`config.mk`:
```
export PLATFORM = sky130hd
export DESIGN_NAME = alu_arbiter_flat
export DESIGN_NICKNAME = d
export VERILOG_FILES = /design/src/rtl/alu_pkg.sv /design/src/rtl/alu_arbiter_if.sv /design/src/rtl/alu_arbiter_rr_pick.sv /design/src/rtl/alu_arbiter.sv /design/src/flat_wrapper.sv
export SDC_FILE = /design/constraint.sdc
export NUM_CORES = 1
export LEC_CHECK = 0
export ABC_AREA = 1
export BUFFER_PORTS_ARGS = -buffer_cell sky130_fd_sc_hd__buf_2
export CAP_MARGIN = 20
export CORE_MARGIN = 2
export CORE_UTILIZATION = 41
export CTS_CLUSTER_SIZE = 8
export DETAILED_ROUTE_END_ITERATION = 16
export GPL_ROUTABILITY_DRIVEN = 1
export GPL_TIMING_DRIVEN = 0
export PLACE_DENSITY_LB_ADDON = 0.1
export SYNTH_ARGS = -nofsm -noshare
export SYNTH_HDL_FRONTEND = slang
export SYNTH_HIERARCHICAL = 1
export SYNTH_SLANG_ARGS = --single-unit
```
`constraint.sdc`:
```
create_clock -name clk -period 1.8 [get_ports clk]
set_clock_uncertainty 0.05 [all_clocks]
set_input_delay 0.27 -clock clk [delete_from_list [all_inputs] [get_ports clk]]
set_output_delay 0.27 -clock clk [all_outputs]
set_load 0.02 [all_outputs]
```
`src/rtl/alu_pkg.sv`:
```
// Shared definitions for the ALU arbiter: op encodings, arbiter states and op legality.
package alu_pkg;

  localparam int ALU_OP_W = 3;

  typedef enum logic [ALU_OP_W-1:0] {
    ALU_ADD  = 3'b000,
    ALU_SUB  = 3'b001,
    ALU_NAND = 3'b010
  } alu_op_t;

  typedef enum logic [1:0] {
    ARB_IDLE = 2'b00,
    ARB_EXEC = 2'b01,
    ARB_RESP = 2'b10
  } arb_state_t;

  // Encodings above NAND still reach the ALU (which adds) but are flagged to the requester.
  function automatic logic op_is_illegal(input logic [ALU_OP_W-1:0] op);
    return (op > ALU_NAND);
  endfunction

endpackage

```
`src/rtl/alu_arbiter_if.sv`:
```
// Request/response and ALU-side bundle of the arbiter; slave = arbiter, master = requesters + ALU.
interface alu_arbiter_if
  import alu_pkg::*;
#(
  parameter int WIDTH = 16,
  parameter int NREQ  = 2
) ();

  logic [NREQ-1:0]          req_valid;
  logic [NREQ-1:0]          req_ready;
  logic [NREQ*ALU_OP_W-1:0] req_op;
  logic [NREQ*WIDTH-1:0]    req_a;
  logic [NREQ*WIDTH-1:0]    req_b;
  logic [NREQ-1:0]          rsp_valid;
  logic [NREQ-1:0]          rsp_ready;
  logic [WIDTH-1:0]         rsp_data;
  logic                     rsp_err;
  logic [ALU_OP_W-1:0]      alu_sel;
  logic [WIDTH-1:0]         alu_a;
  logic [WIDTH-1:0]         alu_b;
  logic [WIDTH-1:0]         alu_y;

  modport slave (
    input  req_valid, req_op, req_a, req_b, rsp_ready, alu_y,
    output req_ready, rsp_valid, rsp_data, rsp_err, alu_sel, alu_a, alu_b
  );

  modport master (
    output req_valid, req_op, req_a, req_b, rsp_ready, alu_y,
    input  req_ready, rsp_valid, rsp_data, rsp_err, alu_sel, alu_a, alu_b
  );

endinterface

```
`src/rtl/alu_arbiter_rr_pick.sv`:
```
// Combinational round-robin picker: first set request at or above ptr, wrapping around.
module rr_pick #(
  parameter int N  = 2,
  parameter int IW = $clog2(N)
) (
  input  logic [N-1:0]  req,
  input  logic [IW-1:0] ptr,
  output logic [N-1:0]  gnt,
  output logic [IW-1:0] idx,
  output logic          any
);

  int            c;
  logic [IW-1:0] cidx;
  logic          hit;

  // Scan requesters in priority order starting at ptr; the first hit wins.
  always_comb begin
    gnt  = '0;
    idx  = '0;
    any  = 1'b0;
    c    = 0;
    cidx = '0;
    hit  = 1'b0;
    for (int k = 0; k < N; k++) begin
      c          = (int'(ptr) + k) % N;
      cidx       = c[IW-1:0];
      hit        = req[cidx] & ~any;
      gnt[cidx]  = gnt[cidx] | hit;
      idx        = hit ? cidx : idx;
      any        = any | hit;
    end
  end

endmodule

```
`src/rtl/alu_arbiter.sv`:
```
// Time-shares one external ALU among NREQ requesters: accept, execute, return result to owner.
module alu_arbiter
  import alu_pkg::*;
#(
  parameter int WIDTH = 16,
  parameter int NREQ  = 2
) (
  input logic          clk,
  input logic          rst,
  alu_arbiter_if.slave bus
);

  localparam int IW = $clog2(NREQ);

  arb_state_t          state_q, state_d;
  logic [IW-1:0]       ptr_q, ptr_d;
  logic [IW-1:0]       owner_q, owner_d;
  logic [ALU_OP_W-1:0] sel_q, sel_d;
  logic [WIDTH-1:0]    a_q, a_d;
  logic [WIDTH-1:0]    b_q, b_d;
  logic [WIDTH-1:0]    data_q, data_d;
  logic                err_q, err_d;
  logic [NREQ-1:0]     rsp_valid_q, rsp_valid_d;
  logic [NREQ-1:0]     req_ready_s;
  logic [NREQ-1:0]     pick_gnt;
  logic [IW-1:0]       pick_idx;
  logic                pick_any;

  rr_pick #(.N(NREQ), .IW(IW)) u_pick (
    .req (bus.req_valid),
    .ptr (ptr_q),
    .gnt (pick_gnt),
    .idx (pick_idx),
    .any (pick_any)
  );

  // Next-state and datapath latching; req_ready is only ever raised while idle.
  always_comb begin
    state_d     = state_q;
    ptr_d       = ptr_q;
    owner_d     = owner_q;
    sel_d       = sel_q;
    a_d         = a_q;
    b_d         = b_q;
    data_d      = data_q;
    err_d       = err_q;
    rsp_valid_d = rsp_valid_q;
    req_ready_s = '0;
    case (state_q)
      ARB_IDLE: begin
        req_ready_s = pick_gnt;
        if (pick_any) begin
          state_d = ARB_EXEC;
          owner_d = pick_idx;
          ptr_d   = IW'((int'(pick_idx) + 32'sd1) % NREQ);
          sel_d   = bus.req_op[int'(pick_idx)*ALU_OP_W +: ALU_OP_W];
          a_d     = bus.req_a[int'(pick_idx)*WIDTH +: WIDTH];
          b_d     = bus.req_b[int'(pick_idx)*WIDTH +: WIDTH];
        end else begin
          state_d = ARB_IDLE;
        end
      end
      ARB_EXEC: begin
        data_d               = bus.alu_y;
        err_d                = op_is_illegal(sel_q);
        rsp_valid_d          = '0;
        rsp_valid_d[owner_q] = 1'b1;
        state_d              = ARB_RESP;
      end
      ARB_RESP: begin
        // Only the owner's rsp_ready can release the result.
        if (bus.rsp_ready[owner_q]) begin
          rsp_valid_d = '0;
          state_d     = ARB_IDLE;
        end else begin
          state_d = ARB_RESP;
        end
      end
      default: begin
        rsp_valid_d = '0;
        state_d     = ARB_IDLE;
      end
    endcase
  end

  // State registers; reset drops any in-flight operation.
  always_ff @(posedge clk or posedge rst) begin
    if (rst) begin
      state_q     <= ARB_IDLE;
      ptr_q       <= '0;
      owner_q     <= '0;
      sel_q       <= 3'b000;
      a_q         <= '0;
      b_q         <= '0;
      data_q      <= '0;
      err_q       <= 1'b0;
      rsp_valid_q <= '0;
    end else begin
      state_q     <= state_d;
      ptr_q       <= ptr_d;
      owner_q     <= owner_d;
      sel_q       <= sel_d;
      a_q         <= a_d;
      b_q         <= b_d;
      data_q      <= data_d;
      err_q       <= err_d;
      rsp_valid_q <= rsp_valid_d;
    end
  end

  assign bus.req_ready = req_ready_s;
  assign bus.rsp_valid = rsp_valid_q;
  assign bus.rsp_data  = data_q;
  assign bus.rsp_err   = err_q;
  assign bus.alu_sel   = sel_q;
  assign bus.alu_a     = a_q;
  assign bus.alu_b     = b_q;

endmodule

```
`src/flat_wrapper.sv`:
```
// flat-port wrapper written by rule: the top's interface ports become plain ports
module alu_arbiter_flat import alu_pkg::*;
#(
  parameter int WIDTH = 16,
  parameter int NREQ  = 2
)
  (clk, rst, bus_req_valid, bus_req_op, bus_req_a, bus_req_b, bus_rsp_ready, bus_alu_y, bus_req_ready, bus_rsp_valid, bus_rsp_data, bus_rsp_err, bus_alu_sel, bus_alu_a, bus_alu_b);
  alu_arbiter_if #(.WIDTH(WIDTH), .NREQ(NREQ)) bus_i ();
  input logic clk;
  input logic rst;
  input wire logic [$bits(bus_i.req_valid)-1:0] bus_req_valid;
  input wire logic [$bits(bus_i.req_op)-1:0] bus_req_op;
  input wire logic [$bits(bus_i.req_a)-1:0] bus_req_a;
  input wire logic [$bits(bus_i.req_b)-1:0] bus_req_b;
  input wire logic [$bits(bus_i.rsp_ready)-1:0] bus_rsp_ready;
  input wire logic [$bits(bus_i.alu_y)-1:0] bus_alu_y;
  output wire logic [$bits(bus_i.req_ready)-1:0] bus_req_ready;
  output wire logic [$bits(bus_i.rsp_valid)-1:0] bus_rsp_valid;
  output wire logic [$bits(bus_i.rsp_data)-1:0] bus_rsp_data;
  output wire logic [$bits(bus_i.rsp_err)-1:0] bus_rsp_err;
  output wire logic [$bits(bus_i.alu_sel)-1:0] bus_alu_sel;
  output wire logic [$bits(bus_i.alu_a)-1:0] bus_alu_a;
  output wire logic [$bits(bus_i.alu_b)-1:0] bus_alu_b;
  assign bus_i.req_valid = bus_req_valid;
  assign bus_i.req_op = bus_req_op;
  assign bus_i.req_a = bus_req_a;
  assign bus_i.req_b = bus_req_b;
  assign bus_i.rsp_ready = bus_rsp_ready;
  assign bus_i.alu_y = bus_alu_y;
  assign bus_req_ready = bus_i.req_ready;
  assign bus_rsp_valid = bus_i.rsp_valid;
  assign bus_rsp_data = bus_i.rsp_data;
  assign bus_rsp_err = bus_i.rsp_err;
  assign bus_alu_sel = bus_i.alu_sel;
  assign bus_alu_a = bus_i.alu_a;
  assign bus_alu_b = bus_i.alu_b;
  alu_arbiter #(.WIDTH(WIDTH), .NREQ(NREQ)) u_core (.clk(clk), .rst(rst), .bus(bus_i));
endmodule
```
==> metrics.yaml <==
critical_path:
  cp.required_ns: 1.48
  arrival_ns: 1.33
  path_cells: "inv_2 > nand2_2 > buf_2 > nor2_1 > buf_2"
  cp-end-kind: "primary output"
  cp_num_buf_inv: 3
  crit_top_cell: "buf_2"
  worstPathMaxFanout: 10
  crit_type: "reg -> out"
  slowest_delay_ns: 0.41
  cpMaxStageDelayCell: "dfrtp_1"
  setup.worst_path.start: "u_core/state_q[1]"
  crit_path_start_kind: "flop"
  rr_startpoint: "u_core/ptr_q"
  critPathTopFamily: "buffers and inverters"
clock_network:
  htreeDepth: 3
  clock_sinks: 58
  cts-hold-fix-buffers: 1
  cts_buffers: 9
  insertion_delay_ns: 0.33
  cts_tree: "built"
  path_clk_slew_ns: 0.06
  cts_max_path_buffers: 2
  post_cts_buffers: 0
  cts-root-buf: "clkbuf_8"
  post_cts_resize_count: 0
synthesis:
  synth_top_flop_cell: "dfrtp_1"
  ys_ff_latch: 58
  yosysMostFrequentCell: "nand2_1"
  synth_edf_count: 0
  syn_inst: 375
  yosysSeqAreaShare_pct: 52.3
  synthTopCellsByCount: "nand2_1 (236), dfrtp_1 (58), o21ai_0 (32), buf_2 (9), inv_1 (8)"
  avgSynthCellArea_um2: 7.40
  yosysUniqueCellTypes: 16
  synth_area_leaders: "dfrtp_1 (52%), nand2_1 (32%), o21ai_0 (5.8%)"
  synth_nets: 467
  synth.cell_area_um2: 2780
  ys_warn_count: 6
  synthArstFlopShare_pct: 100
  netlist.area_leader.share_pct: 52.3
  yosysTopAreaCell: "dfrtp_1"
routing:
  routed_wl_mm: 7.18
  wire_per_inst_um: 11.6
  drt_pass1_iterations: 4
  postRouteAntennaNets: 0
  drcViolationCount: 0
  drtIter0Drc: 85
  detail_route.vias_per_cell: 4.55
  vias: 2805
timing:
  holdWs_ns: 0.0851
  period_share_pct: 91.6
  worst_slew_margin_rel_pct: 66.7
  drv_slew: 0
  rsz0062_at_grt: "false"
  final_hold_viol_count: 0
  worstMarginPinSlew_ns: 0.498
  period_minus_slack_ns: 1.65
  finalSetupViolCount: 0
  fmax_mhz: 606
final_layout:
  nFillCells: 642
  synthToLayoutAreaGrowth_pct: 39.1
  fin_util_pct: 59.8
  drive_gt1_share_pct: 34.9
  nets: 627
  n_antenna_cell: 0
  final_area_um2: 3860
placement:
  placed_cell_area_um2: 3630
  globalplace.congestion: 0.729
  portBuffers: 147
  hpwl_mm: 5.33
global_route:
  grt_pass1_wl_mm: 11.8
  overflow: 0
  antenna_found_initial: 0
  grt_max_degree: 37
  grt_pass1_vias: 2701
  grt_use_total_pct: 20.3
outcome:
  outcome: "complete, no violations"
floorplanning:
  die_area_um2: 7440
  chipHeight_um: 86.3
  fp.dieW_um: 86.3
  io_pins: 148
  design.core.area_um2: 6460
  start_util_pct: 43.0
  std_cell_rows: 29
min_path:
  hold_class: "in -> reg"
  hp-start: "bus_alu_y[7]"
power:
  vdd_drop_max_mv: 0.598
  total_power_mw: 6.70
  cellLeakagePower_nw: 2.36
  power_density_nw_per_um2: 1740
flow_run:
  cap_violations: 0
==> cell usage in the layout, fill, tap and decap left out <==
cell type / synthesis / layout
a21oi_1: 4 / 4
clkbuf_1: 3 / 3
buf_6: 5 / 5
o21ai_0: 32 / 32
inv_1: 8 / 7
nand2_2: 1 / 1
inv_2: 4 / 5
nand2_1: 236 / 236
o21ai_1: 5 / 5
dlygate4sd3_1: 0 / 1
buf_12: 0 / 1
nand3_1: 1 / 1
bufinv_16: 0 / 1
clkbuf_8: 0 / 14
dfrtp_1: 58 / 58
nor2_1: 3 / 3
nor2_4: 2 / 2
buf_4: 3 / 3
o21a_1: 1 / 1
buf_2: 9 / 156
==> report_power, final <==
part	switching (mW)	internal [mW]	leakage, nW
Combinational	2.09	1.08	1.53
Clock	0.486	0.821	0.115
Sequential	0.296	1.93	0.720
==> registers in the layout, indices dropped and copies added (netlist names), 2 cells and up <==
register,cells
u_core/state_q,2
u_core/bus.rsp_valid,2
u_core/bus.alu_b,16
u_core/bus.alu_sel,3
u_core/bus.rsp_data,16
u_core/bus.alu_a,16
==> final timing paths <==
path,endpoint,slack [ns],cells past startpoint
worst max-delay path,bus_req_ready[1],0.15,5
worst min-delay path,u_core/bus.rsp_data[7],0.09,3
worst max register to register,u_core/bus.alu_a[15],0.25,9
worst min register to register,u_core/bus.rsp_data[7],0.41,2
max in group asynchronous,u_core/bus.alu_b[4],0.66,4
min in group asynchronous,u_core/bus.rsp_data[15],0.47,3
==> worst min-delay path, stage by stage <==
cell	delay (ns)
buf_2	0.07
nand2_1	0.04
nand2_1	0.05
==> cell type report <==
cell class / count / area (um2) / area share (%)
buffer: 20 / 135 / 3.50
multi-input combinational: 285 / 1140 / 29.6
inverter: 12 / 45.0 / 1.17
timing repair buffer: 149 / 766 / 19.8
clock inverter: 1 / 30.0 / 0.778
tap: 77 / 96.3 / 2.50
clock buffer: 14 / 193 / 4.99
sequential: 58 / 1450 / 37.6
==> kinds of logic (layout without fill, tap and decap cells) <==
kind of cell	Yosys count	in the layout	synth area share, %
AOI/OAI and AO/OA	42	42	7.66
and+or+nand+nor	243	243	33.5
DFF	58	58	52.3
buffers and inverters	32	196	6.49
==> layer usage <==
layer	global-route usage (%)	up-vias	wire length, um
met5	0	-	0
met4	10.2	0	155
met3	4.48	13	468
met2	33.9	100	3390
met1	24.7	1231	3160
li1	-	1461	-
==> metrics by stage <==
step	instances	setup WS [ns]	TNS (ns)
CTS	616	0.117	0
finish	616	0.151	0
global placement	599	-0.714	-41.29
detailed placement	600	0.236	0
floorplan	375	0.0520	0
global route	616	0.0400	0
(Power assumes the default switching activity.)
